**src/rtl/cdc_hs_tx_arbiter.sv**
```systemverilog
// Two-requester round-robin arbiter driving a 4-phase req/ack handshake into another clock domain.
// Latency: accept to o_req high is 1 cycle; o_done pulses in the first IDLE cycle after ack falls.
// Backpressure: o_ready stays low while a handshake is in flight, while ack is high, and in the o_done cycle.
module cdc_hs_tx_arbiter #(
   parameter int DATA_W      = 16,
   parameter int TIMEOUT_CYC = 64
) (
   input  logic              i_clk,
   input  logic              i_rst_n,
   input  logic [1:0]        i_valid,
   input  logic [DATA_W-1:0] i_data0,
   input  logic [DATA_W-1:0] i_data1,
   output logic [1:0]        o_ready,
   output logic              o_req,
   output logic [DATA_W-1:0] o_data,
   input  logic              i_ack_sync,
   output logic              o_busy,
   output logic              o_done,
   output logic              o_done_id,
   output logic              o_timeout
);

   // A zero timeout still needs a legal 1-bit counter; the compare is disabled instead.
   localparam int              CNT_W   = (TIMEOUT_CYC > 0) ? $clog2(TIMEOUT_CYC + 1) : 1;
   localparam logic [CNT_W-1:0] CNT_MAX = CNT_W'(TIMEOUT_CYC);
   localparam bit              TMO_EN  = (TIMEOUT_CYC != 0);

   typedef enum logic [1:0] {
      ST_IDLE    = 2'd0,
      ST_REQ     = 2'd1,
      ST_RELEASE = 2'd2
   } state_t;

   state_t            state_q, state_d;
   logic [CNT_W-1:0]  cnt_q, cnt_d;
   logic              req_q, req_d;
   logic [DATA_W-1:0] data_q;
   logic              idx_q;
   logic              last_q;
   logic              done_q, done_d;
   logic              abort_q, abort_d;

   logic [1:0]        ready_s;
   logic              sel_s;
   logic              grant_ok_s;
   logic              accept_s;
   logic              expired_s;
   logic              timeout_s;

   // Round-robin pick and combinational accept; reset forces o_ready low.
   always_comb begin
      ready_s    = 2'b00;
      sel_s      = 1'b0;
      grant_ok_s = i_rst_n && (state_q == ST_IDLE) && !i_ack_sync && !done_q;
      if (i_valid == 2'b11) begin
         sel_s = ~last_q;
      end else begin
         sel_s = i_valid[1];
      end
      if (grant_ok_s && i_valid[sel_s]) begin
         ready_s[sel_s] = 1'b1;
      end
      accept_s = |(i_valid & ready_s);
   end

   assign expired_s = TMO_EN && (cnt_q == CNT_MAX);

   // Next-state and pulse decode; an ack edge beats a coincident counter expiry.
   always_comb begin
      state_d   = state_q;
      done_d    = 1'b0;
      abort_d   = abort_q;
      timeout_s = 1'b0;
      case (state_q)
         ST_IDLE: begin
            if (accept_s) begin
               state_d = ST_REQ;
               abort_d = 1'b0;
            end
         end
         ST_REQ: begin
            if (i_ack_sync) begin
               state_d = ST_RELEASE;
            end else if (expired_s) begin
               // Abandoned transfer still passes through RELEASE so req is seen low, but never reports done.
               state_d   = ST_RELEASE;
               timeout_s = 1'b1;
               abort_d   = 1'b1;
            end
         end
         ST_RELEASE: begin
            if (!i_ack_sync) begin
               state_d = ST_IDLE;
               done_d  = !abort_q;
            end else if (expired_s) begin
               state_d   = ST_IDLE;
               timeout_s = 1'b1;
            end
         end
         default: begin
            state_d = ST_IDLE;
         end
      endcase
      req_d = (state_d == ST_REQ);
      if ((state_d != state_q) || (state_q == ST_IDLE)) begin
         cnt_d = '0;
      end else begin
         cnt_d = cnt_q + 1'b1;
      end
   end

   // Control state register.
   always_ff @(posedge i_clk or negedge i_rst_n) begin
      if (!i_rst_n) begin
         state_q <= ST_IDLE;
         cnt_q   <= '0;
         req_q   <= 1'b0;
         done_q  <= 1'b0;
         abort_q <= 1'b0;
      end else begin
         state_q <= state_d;
         cnt_q   <= cnt_d;
         req_q   <= req_d;
         done_q  <= done_d;
         abort_q <= abort_d;
      end
   end

   // Payload, winner index and round-robin pointer update only on accept.
   always_ff @(posedge i_clk or negedge i_rst_n) begin
      if (!i_rst_n) begin
         data_q <= '0;
         idx_q  <= 1'b0;
         last_q <= 1'b1;
      end else if (accept_s) begin
         data_q <= sel_s ? i_data1 : i_data0;
         idx_q  <= sel_s;
         last_q <= sel_s;
      end
   end

   assign o_ready   = ready_s;
   assign o_req     = req_q;
   assign o_data    = data_q;
   assign o_busy    = (state_q != ST_IDLE);
   assign o_done    = done_q;
   assign o_done_id = idx_q;
   assign o_timeout = timeout_s;

endmodule

```
**config.mk**
```make
export PLATFORM = sky130hd
export DESIGN_NAME = cdc_hs_tx_arbiter
export DESIGN_NICKNAME = d
export VERILOG_FILES = /design/src/rtl/cdc_hs_tx_arbiter.sv
export SDC_FILE = /design/constraint.sdc
export NUM_CORES = 1
export LEC_CHECK = 0
export BUFFER_PORTS_ARGS = -buffer_cell sky130_fd_sc_hd__buf_2
export CAP_MARGIN = 15
export CORE_UTILIZATION = 40
export CTS_CLUSTER_DIAMETER = 100
export CTS_CLUSTER_SIZE = 16
export DETAILED_ROUTE_END_ITERATION = 8
export PLACE_DENSITY = 0.69
export SYNTH_ARGS = -nofsm -noshare
export SYNTH_HDL_FRONTEND = slang
export SYNTH_SLANG_ARGS = --single-unit
```
**constraint.sdc**
```tcl
create_clock -name i_clk -period 1.9 [get_ports i_clk]
set_input_delay 0.475 -clock i_clk [delete_from_list [all_inputs] [get_ports i_clk]]
set_output_delay 0.475 -clock i_clk [all_outputs]
set_load 0.02 [all_outputs]
```
# Yosys cells after proc, flatten, opt, wreduce, memory -nomap -nowiden
# Index checks and enable logic that the tools add are counted.
# W data, S select, Z words.
op_classes:
  n_addsub: 1
  n_lt_le_gt_ge: 2
  n_eq_ne: 9
  muxes: 24
  bitwise: 2
  n_reduce_logical: 14
ops:
  columns: ["operator", "count"]
  rows:
  - ["$mux W16", 1]
  - ["$mux W1", 12]
  - ["$mux W2", 6]
  - ["$add A7 B1 Y7 const B", 1]
  - ["$eq A7 B7 Y1 const B", 1]
  - ["$mux W7", 1]
  - ["$ne A2 B2 Y1 const B", 3]
  - ["$pmux W2 S3", 1]
  - ["$logic_and A1 B1 Y1", 5]
  - ["$eq A2 B1 Y1 const B", 2]
  - ["$eq A2 B2 Y1 const B", 2]
  - ["$pmux W1 S2", 2]
  - ["$reduce_and A4 Y1", 1]
  - ["$reduce_bool A2 Y1", 2]
  - ["$logic_not A1 Y1", 3]
  - ["$and A2 B2 Y2", 1]
  - ["$logic_not A2 Y1", 1]
  - ["$lt A1 B2 Y1 const B", 1]
  - ["$ne A2 B2 Y1", 1]
  - ["$reduce_or A2 Y1", 1]
  - ["$demux W1 S1", 1]
  - ["$ge A1 B1 Y1 const B", 1]
  - ["$logic_or A1 B1 Y1", 1]
  - ["$not A1 Y1", 1]
totals:
  ff_bits: 30
  output_inout_bits: 23
  word_cells: 60

# Logic depth before layout (Yosys ltp)
# Gate-level depths: netlist of run 1.
logic_depth:
  ltp_word: 14
  depth_mapped: 7
  depth_no_buf: 6

# Worst setup path before layout of run 1
# OpenSTA, ideal clock, no wires.
synth_timing:
  path_kind: "reg-to-output"
  from: "register state_q[1]"
  to: "output port o_ready[0]"
  arrival_ps: 1604
  t_required_ps: 1425
  setup_slack_ps: -179
  path_stages_with_launch: 7
  path_buffers: 2
  cell_sequence: "dfrtp_1 inv_1 ha_1 clkbuf_1 nand3_1 clkbuf_1 nor2_1"
synth_between:
  elab_chain_len: 6
synth_rtl:
  columns: ["item", "line", "text"]
  rows:
  - ["start: declaration", "34", "state_t state_q, state_d;"]
  - ["start signal: assignment", "121", "state_q <= state_d;"]
  - ["$logic_not A2 Y1", "54", "grant_ok_s = i_rst_n && (state_q == ST_IDLE) && !i_ack_sync && !done_q;"]
  - ["$logic_and A1 B1 Y1 (3 in series)", "54", null]
  - ["$logic_and A1 B1 Y1", "60", "if (grant_ok_s && i_valid[sel_s]) begin"]
  - ["$mux W2", "60", null]
  - ["end: declaration", "13", "output logic [1:0] o_ready,"]
# No other way between the ends.

# Final worst setup path of run 1
layout_timing:
  from: "register cnt_q[0]"
  to: "output port o_timeout"
layout_between:
  elab_chain_len: 4
layout_rtl:
  columns: ["item", "line", "text"]
  rows:
  - ["start: declaration", "35", "logic [CNT_W-1:0] cnt_q, cnt_d;"]
  - ["start signal: assignment", "122", "cnt_q <= cnt_d;"]
  - ["$eq A7 B7 Y1 *", "66", "assign expired_s = TMO_EN && (cnt_q == CNT_MAX);"]
  - ["$mux W1 *", "84, 95", null]
  - ["$mux W1 (on tied branches)", "92, 82", null]
  - ["$pmux W1 S2 *", "74", "case (state_q)"]
  - ["end: declaration", "20", "output logic o_timeout"]
# Every way passes the cells marked *; elsewhere a longest branch is shown, timed or not.

==> results.ini, run 1 <==
[run_status]
status=finished, violations left
violations=negative setup slack

[detailed_routing]
drt_iter0_drc=58
drtAntennaViolNets=0
num_vias=1378
dr.pass1.iters=4
post-route-drc-count=0
wl_per_cell_um=11.8
vias_per_cell=4.84
wl_mm=3.37

[die]
core_um2=3720
start_util=0.421
dieWidth_um=64.5
rows=22
ios=60
die_height_um=64.5
dieArea_um2=4160

[global_route]
grt_pass1_vias=1372
grtUsageTotal=0.177
grt_overflow_total=0
antenna_found_initial=0
grt_max_degree=36
grt_pass1_wl_mm=5.66

[timing]
finClkSkew_ns=0.00336
setup_slack_ns=-0.00850
fmax_ghz=0.524
slew_viol_final=0
slew_headroom=0.751
finalSetupViolCount=1
timing.final.hold_violations=0
post-route-period-util=1.00
setup-tns-final_ns=-0.00850
rsz0062_at_grt=yes
fin_crit_ns=1.91
whs_ns=0.254
worst_pin_slew_ns=0.373

[synthesis]
synthDistinctLibCells=32
synth-edff-count=0
seq_area_frac_synth=0.481
synth_cells=160
yosysTopAreaCell=dfrtp_1
synth.top_cell.area_share=0.464
yosys_warnings=0
syn_area_um2=1560
synth-main-ff-cell=dfrtp_1
synth_most_common_cell=dfrtp_1
ys_top_cells_by_area=dfrtp_1 (46%), mux2i_1 (11%), nand2_1 (6.7%)
postSynthAreaPerCell_um2=9.77
synth_seq_cells=30
async_flop_share=1.00
synth_common_cells=dfrtp_1 (29), nand2_1 (28), o21ai_0 (18)
syn_nets=203

[clock_network]
cts_buffer_depth=2
cts_tree=done
clock-root-buffer=clkbuf_8
clk_pin_slew_ns=0.06
htree_levels=2
cts-buffers-inserted=5
clock_latency_ns=0.27
cts.sinks=30

[layout]
diodes=0
finalInstanceArea_um2=2210
syn_to_final_growth_pct=41.3
nets=279
drive_gt1_frac=0.447
final_cells=285

[setup_path]
path_max_fanout=3
cp.required_ns=1.42
critPathLaunchType=flip-flop
path_class=flip-flop to primary output
reg2regPathDepth=7
cp.arrival_ns=1.43
cp-end-kind=primary output

[placed_design]
dpl-instance-area_um2=1980
numPlacedInstances=271
globalplace.congestion=0.784
place_hpwl_mm=2.37
io_buffers=59

[worst_hold_path]
hold_path_class=input pin to asynchronous set/reset pin

[power]
peakVddDrop_uv=602
p_leak_nw=1.14
power_density_nw_per_um2=1390

[job]
max_cap_viol_count=0

-- sequential cells by signal, indices dropped and copies added (netlist names) --
| name | flops |
|---|---|
| cnt_q | 7 |
| state_q | 2 |
| abort_q | 1 |
| last_q | 1 |
| o_done | 1 |
| o_req | 1 |
| o_data | 16 |
| o_done_id | 1 |
-- critical path: stages, from the launching register on --
cell and delay (ns):
dfrtp_1 0.38, inv_1 0.06, ha_1 0.14, and4bb_2 0.27, nand2_2 0.08, nor2_2 0.11, buf_6 0.12
-- layout make-up --
class                   count  area (µm²)
clock buffers               7        86.3
inverters                   8        32.5
fillers                   341        1510
clock inverters             1        5.00
multi-input cells         115         833
repair buffers             76         438
flip-flops and latches     30         753
well taps                  48        60.1
-- power by group --
group	internal, W	total, W	switching [W]
logic	0.000633	0.00153	0.000900
registers	0.000889	0.00102	0.000128
clock network	0.000292	0.000517	0.000226
-- routing by layer --
layer | part of all wire | track usage
met3 | 0.048 | 0.0423
met5 | 0 | 0
met2 | 0.45 | 0.280
met1 | 0.49 | 0.222
met4 | 0.014 | 0.0972
-- cells by family (layout without fill, tap and decap cells) --
family	after synthesis	count (layout)	synth area share
AOI/OAI and AO/OA	30	30	0.109
xor gates and xnor gates	5	5	0.0280
adders and majority gates	6	6	0.0480
buffers and inverters	15	92	0.0424
DFF	30	30	0.481
muxes	17	17	0.109
and+or+nand+nor	57	57	0.183
-- metrics by stage --
| stage | power, W | utilization | setup WS, ns |
|---|---|---|---|
| after floorplan | 0.00187 | - | -0.00218 |
| after global placement | 0.00236 | 0.533 | 0.0556 |
| after detailed placement | 0.00237 | 0.533 | 0.0458 |
| after CTS | 0.00304 | 0.584 | -0.0313 |
| after global routing | 0.00329 | 0.594 | -0.0862 |
| final | 0.00307 | 0.594 | -0.00850 |
-- timing repair --
action | CTS | global route
setup buffers | 6 | 0
hold buffers | 0 | 0
pin swaps | 3 | 2
gates resized for setup | 15 | 10
setup endpoints to repair | 3 | 10
-- cell usage in the layout, fill, tap and decap left out, drive strengths merged --
master	Yosys	layout
nor3	8	8
or3	1	1
nand3	6	6
a211o	1	1
or2	1	1
nor4	1	1
a31oi	1	1
o22ai	1	1
mux2i	17	17
nand2b	1	1
o21ai	19	19
clkinv	0	1
a21oi	4	4
a2111o	1	1
buf	3	76
clkbuf	4	7
dfrtp	29	29
nor2	4	4
xor2	4	4
inv	8	8
nand2	28	28
and3	3	3
nor2b	1	1
dfstp	1	1
a21boi	1	1
nor3b	2	2
xnor2	1	1
a211oi	2	2
ha	6	6
and4bb	1	1
-- worst paths after layout --
| path | start | endpoint | slack (ns) |
|---|---|---|---|
| worst min-delay path | i_rst_n | o_data[4] | 0.25 |
| worst min register to register | abort_q | o_done | 0.44 |
| min in group i_clk | abort_q | o_done | 0.44 |
| worst max-delay path | cnt_q[0] | o_timeout | -0.008 |
| worst max register to register | cnt_q[0] | o_req | 0.08 |
| max in group asynchronous | i_rst_n | last_q | 1.33 |
No activity file was read; power rests on OpenSTA's default activity.
==> inputs of run 2 (changes only) <==
--- a/config.mk
+++ b/config.mk
@@ -5,6 +5,7 @@
 export SDC_FILE = /design/constraint.sdc
 export NUM_CORES = 1
 export LEC_CHECK = 0
+export ABC_AREA = 1
 export BUFFER_PORTS_ARGS = -buffer_cell sky130_fd_sc_hd__buf_2
 export CAP_MARGIN = 15
 export CORE_UTILIZATION = 40
==> run 2 against run 1 <==
Compared with the run above: die area increased by 0.31%; cell count grew 4.2%; the run still ends with negative setup slack left; utilization decreased by 0.37 points; hold slack worse by 0.029 ns; highest routed layer unchanged; final area fell by 0.62%; non-clock buffer count shrank 2.
==> results.ini, run 2 <==
[power]
switchingPower_w=0.00124  ; -0.89%
p_leak_nw=1.13  ; -0.79%
share_comb_of_total_power=0.491  ; -0.009
seq_power_share=0.332  ; about the same
p_sw_frac=0.408  ; -0.000572
power_density_nw_per_um2=1390  ; -0.13%
peakVddDrop_uv=636  ; +5.6%
clkPwrFrac=0.178  ; +0.009
p_int_w=0.00180  ; -0.66%

[timing]
finClkSkew_ns=0.00702  ; +0.00365 ns
setup_slack_ns=-0.0201  ; -0.0116 ns
timing.final.hold_violations=0  ; unchanged
rsz0062_at_grt=yes
whs_ns=0.225  ; -0.0291 ns
slew_headroom=0.748  ; -0.00305
fmax_ghz=0.521  ; -0.61%
finalSetupViolCount=2  ; +1
post-route-period-util=1.01  ; +0.00613
fin_crit_ns=1.92  ; +0.0116 ns
worst_pin_slew_ns=0.377  ; +0.00457 ns
slew_viol_final=0  ; unchanged

[setup_path]
r2r-end=cnt_q[4]
rrSetupSlack_ns=0.13  ; +0.05 ns
cp.arrival_ns=1.45  ; +0.02 ns
cp-end-kind=primary output
critPathLaunchType=flip-flop
path_class=flip-flop to primary output
path_max_fanout=4  ; +1
startpoint=state_q[1]
reg2regPathDepth=12  ; +5
cp.required_ns=1.42  ; about the same
endpoint=o_ready[0]
r2r_start=state_q[1]

[synthesis]
seq_area_frac_synth=0.480  ; -0.00154
yosys_warnings=0  ; unchanged
ys_top_cells_by_area=dfrtp_1 (46%), inv_1 (7.9%), nand2_1 (7.4%)
yosysTopAreaCell=dfrtp_1
syn_area_um2=1570  ; +0.32%
synth_seq_cells=30  ; unchanged
synth-edff-count=0  ; unchanged
synth_most_common_cell=inv_1
synth_common_cells=inv_1 (33), nand2_1 (31), dfrtp_1 (29)
synth-main-ff-cell=dfrtp_1
postSynthAreaPerCell_um2=9.22  ; -5.6%
synthDistinctLibCells=27  ; -16%
syn_nets=213  ; +4.9%
synth.top_cell.area_share=0.463  ; -0.00148
async_flop_share=1.00  ; unchanged
synth_cells=170  ; +6.3%

[clock_network]
cts-buffers-inserted=5  ; unchanged
htree_levels=2  ; unchanged
clock-root-buffer=clkbuf_8
clock_latency_ns=0.29  ; +0.02 ns
cts_buffer_depth=2  ; unchanged
clk_pin_slew_ns=0.07  ; about the same
cts_tree=done
cts.sinks=30  ; unchanged
hold_buffers=0  ; unchanged

[global_route]
grt_util_met1=0.231  ; +0.00934
grt_max_degree=31  ; -14%
grt.busiest_layer=met2
grt_overflow_total=0  ; unchanged
gr-usage-met3=0.0546  ; +0.0123
use_met2=0.324  ; +0.0434
grt_pass1_wl_mm=6.04  ; +6.8%
antenna_found_initial=0  ; unchanged
grt_pass1_vias=1338  ; -2.5%
grtUsageTotal=0.196  ; +0.0187

[placed_design]
place_hpwl_mm=2.43  ; +2.8%
globalplace.congestion=0.858  ; +9.4%
numPlacedInstances=278  ; +2.6%
io_buffers=59  ; unchanged

[layout]
final_common_cell=buf_2
filler_cell_count=334  ; -2.1%
largest_reg_flops=16  ; unchanged
diodes=0  ; unchanged
drive_gt1_frac=0.482  ; +0.0347
syn_to_final_growth_pct=40.0
nets=291  ; +4.3%
final_cells=297  ; +4.2%
final_cell_mix=buf_2 (56), inv_1 (31), dfrtp_1 (28), nand2_1 (26), buf_4 (15)

[detailed_routing]
drt_iter0_drc=26  ; -55%
wl_mm=3.72  ; +10%
dr.pass1.iters=4  ; unchanged
post-route-drc-count=0  ; unchanged
vias_per_cell=4.75  ; -1.7%
wl_per_cell_um=12.5  ; +6.0%
drtAntennaViolNets=0  ; unchanged
num_vias=1412  ; +2.5%

[die]
dieWidth_um=64.6  ; +0.16%
start_util=0.422  ; +0.00135
die_height_um=64.6  ; +0.16%
core_um2=3720  ; unchanged
ios=60  ; unchanged
dieArea_um2=4170  ; +0.31%
rows=22  ; unchanged

[run_status]
violations=negative setup slack
status=finished, violations left

[worst_hold_path]
hold_path_class=input pin to asynchronous set/reset pin

[job]
max_cap_viol_count=0  ; unchanged

-- run 2: power groups by stage --
stage	clock, W	sequential [W]	combinational (W)
6_report	0.000541	0.00101	0.00149
3_3_place_gp	0	0.00101	0.00126
5_1_grt	0.000581	0.00104	0.00163
3_5_place_dp	0	0.00101	0.00128
2_1_floorplan	0	0.00125	0.000631
4_1_cts	0.000554	0.00100	0.00137
-- run 2: final cells by class --
type / instances / area, µm² / area share
tap: 48 / 60.1 / 0.0274
clock inverter: 2 / 12.5 / 0.00570
timing repair buffer: 74 / 427 / 0.194
clock buffer: 6 / 82.6 / 0.0376
sequential: 30 / 753 / 0.343
multi-input combinational: 100 / 718 / 0.327
inverter: 37 / 141 / 0.0644
-- run 2: metrics by stage --
step | setup TNS [ns] | setup WS [ns] | utilization | total power, W | area, µm²
after detailed placement | 0 | 0.144 | 0.518 | 0.00229 | 1920
after global routing | -0.185 | -0.0791 | 0.591 | 0.00325 | 2190
after CTS | -0.0631 | -0.0289 | 0.572 | 0.00293 | 2130
after floorplan | 0 | 0.0133 | - | 0.00188 | 1570
after global placement | 0 | 0.167 | 0.518 | 0.00226 | 1920
final | -0.0264 | -0.0201 | 0.591 | 0.00304 | 2190
-- run 2: logic make-up after synthesis --
kind of cell    count (synthesis)  synth area share
simple gates                   59             0.191
flops                          30             0.480
xor+xnor                        5            0.0279
compound gates                 30             0.146
buf+inv                        40             0.108
fa+ha+maj                       6            0.0479
-- run 2: layer usage --
metal	wire (µm)	vias up
met1	1620	665
met4	78	0
met2	1860	36
met3	162	7
met5	0	-
li1	-	704
-- run 2: repair_timing --
item                       CTS  global route
pin swaps                    3             7
resized for setup           18             7
setup buffers                6             5
setup endpoints to repair    3            11
cloned                       0             0
hold endpoints to repair     0             0
-- run 2: how the worst min path moves through the flow --
stage | startpoint | end | slack, ns | depth (start not counted)
final | i_rst_n | cnt_q[0] | 0.23 | 2
after floorplan | i_rst_n | abort_q | 0.18 | 0
after CTS | i_rst_n | cnt_q[0] | 0.23 | 2
after global placement | abort_q | o_done | 0.41 | 1
after global routing | i_rst_n | cnt_q[0] | 0.25 | 2
after detailed placement | abort_q | o_done | 0.43 | 1
-- run 2: critical path, cell delays in order, from the launching register on --
cell	delay (ns)
dfrtp_2	0.45
inv_4	0.10
ha_4	0.13
nand2_2	0.04
inv_2	0.06
nand3_4	0.10
a21oi_4	0.15
buf_6	0.14
==> inputs of run 3 (changes only) <==
--- a/config.mk
+++ b/config.mk
@@ -12,7 +12,8 @@
 export CTS_CLUSTER_DIAMETER = 100
 export CTS_CLUSTER_SIZE = 16
 export DETAILED_ROUTE_END_ITERATION = 8
-export PLACE_DENSITY = 0.69
+export PLACE_DENSITY = 0.71
+export REMOVE_ABC_BUFFERS = 1
 export SYNTH_ARGS = -nofsm -noshare
 export SYNTH_HDL_FRONTEND = slang
 export SYNTH_SLANG_ARGS = --single-unit
==> run 3 against run 2 <==
Compared with the run above: the flow still finishes with violations (negative setup slack); critical path depth is the same; maximum frequency shrank 2.2%; sequential share of layout area is essentially flat; worst setup slack lost 0.043 ns; count of clock-buffer cells in the layout is the same; sequential cell count is the same; register-to-register slack lost 0.03 ns; die area is the same; clock skew shrank 0.0016 ns; largest power group unchanged; highest routed layer unchanged.
==> results.ini, run 3 (synthesis gave the netlist of run 2 again) <==
[die]
start_util=0.422  ; unchanged
die_height_um=64.6  ; unchanged
ios=60  ; unchanged
dieArea_um2=4170  ; unchanged
core_um2=3720  ; unchanged
dieWidth_um=64.6  ; unchanged
rows=22  ; unchanged

[layout]
final_cell_mix=buf_2 (56), inv_1 (30), dfrtp_1 (29), nand2_1 (27), buf_4 (13)
final_cells=295  ; -0.67%
filler_cell_count=347  ; +3.9%
largest_reg_flops=16  ; unchanged
diodes=0  ; unchanged
drive_gt1_frac=0.470  ; -0.0123
syn_to_final_growth_pct=39.9  ; about the same
final_common_cell=buf_2
nets=289  ; -0.69%

[setup_path]
path_max_fanout=4  ; unchanged
cp-end-kind=primary output
path_class=flip-flop to primary output
critPathLaunchType=flip-flop
cp.required_ns=1.42  ; about the same
cp.arrival_ns=1.49  ; +0.04 ns

[global_route]
grt_pass1_wl_mm=6.35  ; +5.0%
grt_max_degree=31  ; unchanged
grt_overflow_total=0  ; unchanged
antenna_found_initial=0  ; unchanged
grt_util_met1=0.228  ; -0.00266
grt.busiest_layer=met2
grtUsageTotal=0.204  ; +0.00859
grt_pass1_vias=1454  ; +8.7%
use_met2=0.343  ; +0.0197
gr-usage-met3=0.0616  ; +0.00704

[timing]
finClkSkew_ns=0.00537  ; -0.00165 ns
post-route-period-util=1.03  ; +0.0227
worst_pin_slew_ns=0.369  ; -0.00866 ns
fmax_ghz=0.509  ; -2.2%
setup_slack_ns=-0.0633  ; -0.0431 ns
finalSetupViolCount=2  ; unchanged
fin_crit_ns=1.96  ; +0.0431 ns
rsz0062_at_grt=yes
slew_viol_final=0  ; unchanged
timing.final.hold_violations=0  ; unchanged
slew_headroom=0.754  ; +0.00577

[power]
p_leak_nw=1.13  ; -0.52%
share_comb_of_total_power=0.472  ; -0.019
switchingPower_w=0.00124  ; +0.16%
clkPwrFrac=0.208  ; +0.030
seq_power_share=0.320  ; -0.012
p_sw_frac=0.397  ; -0.0115
peakVddDrop_uv=733  ; +15%
power_density_nw_per_um2=1430  ; +3.1%
power.total_w=0.00314  ; +3.1%
p_int_w=0.00189  ; +5.1%

[placed_design]
io_buffers=59  ; unchanged
globalplace.congestion=0.890  ; +3.8%
numPlacedInstances=278  ; unchanged
place_hpwl_mm=2.52  ; +3.5%
pre_cts_ws_ns=0.125  ; -0.0187 ns

[clock_network]
clock-root-buffer=clkbuf_8
cts_tree=done
cts-buffers-inserted=5  ; unchanged
hold_buffers=0  ; unchanged
cts_buffer_depth=2  ; unchanged
cts.sinks=30  ; unchanged
clk_pin_slew_ns=0.07  ; about the same
htree_levels=2  ; unchanged
clock_latency_ns=0.29  ; about the same

[detailed_routing]
drt_iter0_drc=74  ; +180%
wl_mm=3.72  ; about the same
num_vias=1410  ; -0.14%
post-route-drc-count=0  ; unchanged
wl_per_cell_um=12.6  ; +0.73%
vias_per_cell=4.78  ; +0.54%
drtAntennaViolNets=0  ; unchanged
dr.pass1.iters=4  ; unchanged

[job]
max_cap_viol_count=0  ; unchanged

[run_status]
status=finished, violations left
violations=negative setup slack

[worst_hold_path]
hold_path_class=input pin to asynchronous set/reset pin

[run 3: timing repair]
| item | in CTS | in global routing |
|---|---|---|
| hold endpoints to repair | 0 | 0 |
| setup endpoints to repair | 3 | 10 |
| pin swaps | 7 | 3 |
| gates resized for setup | 19 | 5 |
| buffers inserted | 9 | 0 |
[run 3: power by group through the flow]
stage / clock network (W) / registers [W] / logic (W)
after global routing: 0.000701 / 0.00103 / 0.00163
after CTS: 0.000660 / 0.00100 / 0.00143
after floorplan: 0 / 0.00125 / 0.000618
after global placement: 0 / 0.00102 / 0.00126
final: 0.000652 / 0.00100 / 0.00148
after detailed placement: 0 / 0.00102 / 0.00127
[run 3: worst paths after layout]
kind / from / cells past startpoint / slack [ns] / end
worst max-delay path: state_q[0] / 7 / -0.06 / o_ready[0]
worst min register to register: abort_q / 1 / 0.43 / o_done
min in group i_clk: i_data0[6] / 3 / 0.40 / o_data[6]
max in group asynchronous: i_rst_n / 2 / 1.37 / last_q
worst min-delay path: i_rst_n / 2 / 0.22 / o_data[2]
worst max register to register: state_q[0] / 12 / 0.10 / cnt_q[6]
[run 3: layout make-up]
class / instances / area, µm² / area share
multi-input combinational: 100 / 721 / 0.329
sequential: 30 / 752 / 0.343
clock inverter: 2 / 37.5 / 0.0171
timing repair buffer: 72 / 412 / 0.188
clock buffer: 6 / 72.6 / 0.0331
inverter: 37 / 139 / 0.0633
tap: 48 / 60.1 / 0.0274
[run 3: worst max-delay path: stages (launching register included)]
cell,delay [ns]
dfrtp_1,0.42
inv_2,0.14
ha_4,0.15
nand2_2,0.04
inv_2,0.06
nand3_4,0.10
a21oi_4,0.15
buf_6,0.14
[run 3: layer usage]
layer | part of all wire | vias up
li1 | - | 695
met1 | 0.42 | 663
met2 | 0.50 | 41
met3 | 0.043 | 11
met4 | 0.034 | 0
met5 | 0 | -
[run 3: stage by stage]
stage	utilization	area [µm²]	hold slack, ns	setup TNS [ns]
after floorplan	-	1540	0.179	0
after global placement	0.518	1920	0.417	0
after detailed placement	0.518	1920	0.427	0
after CTS	0.585	2170	0.246	-0.0586
after global routing	0.590	2190	0.261	-0.386
final	0.590	2190	0.223	-0.0721
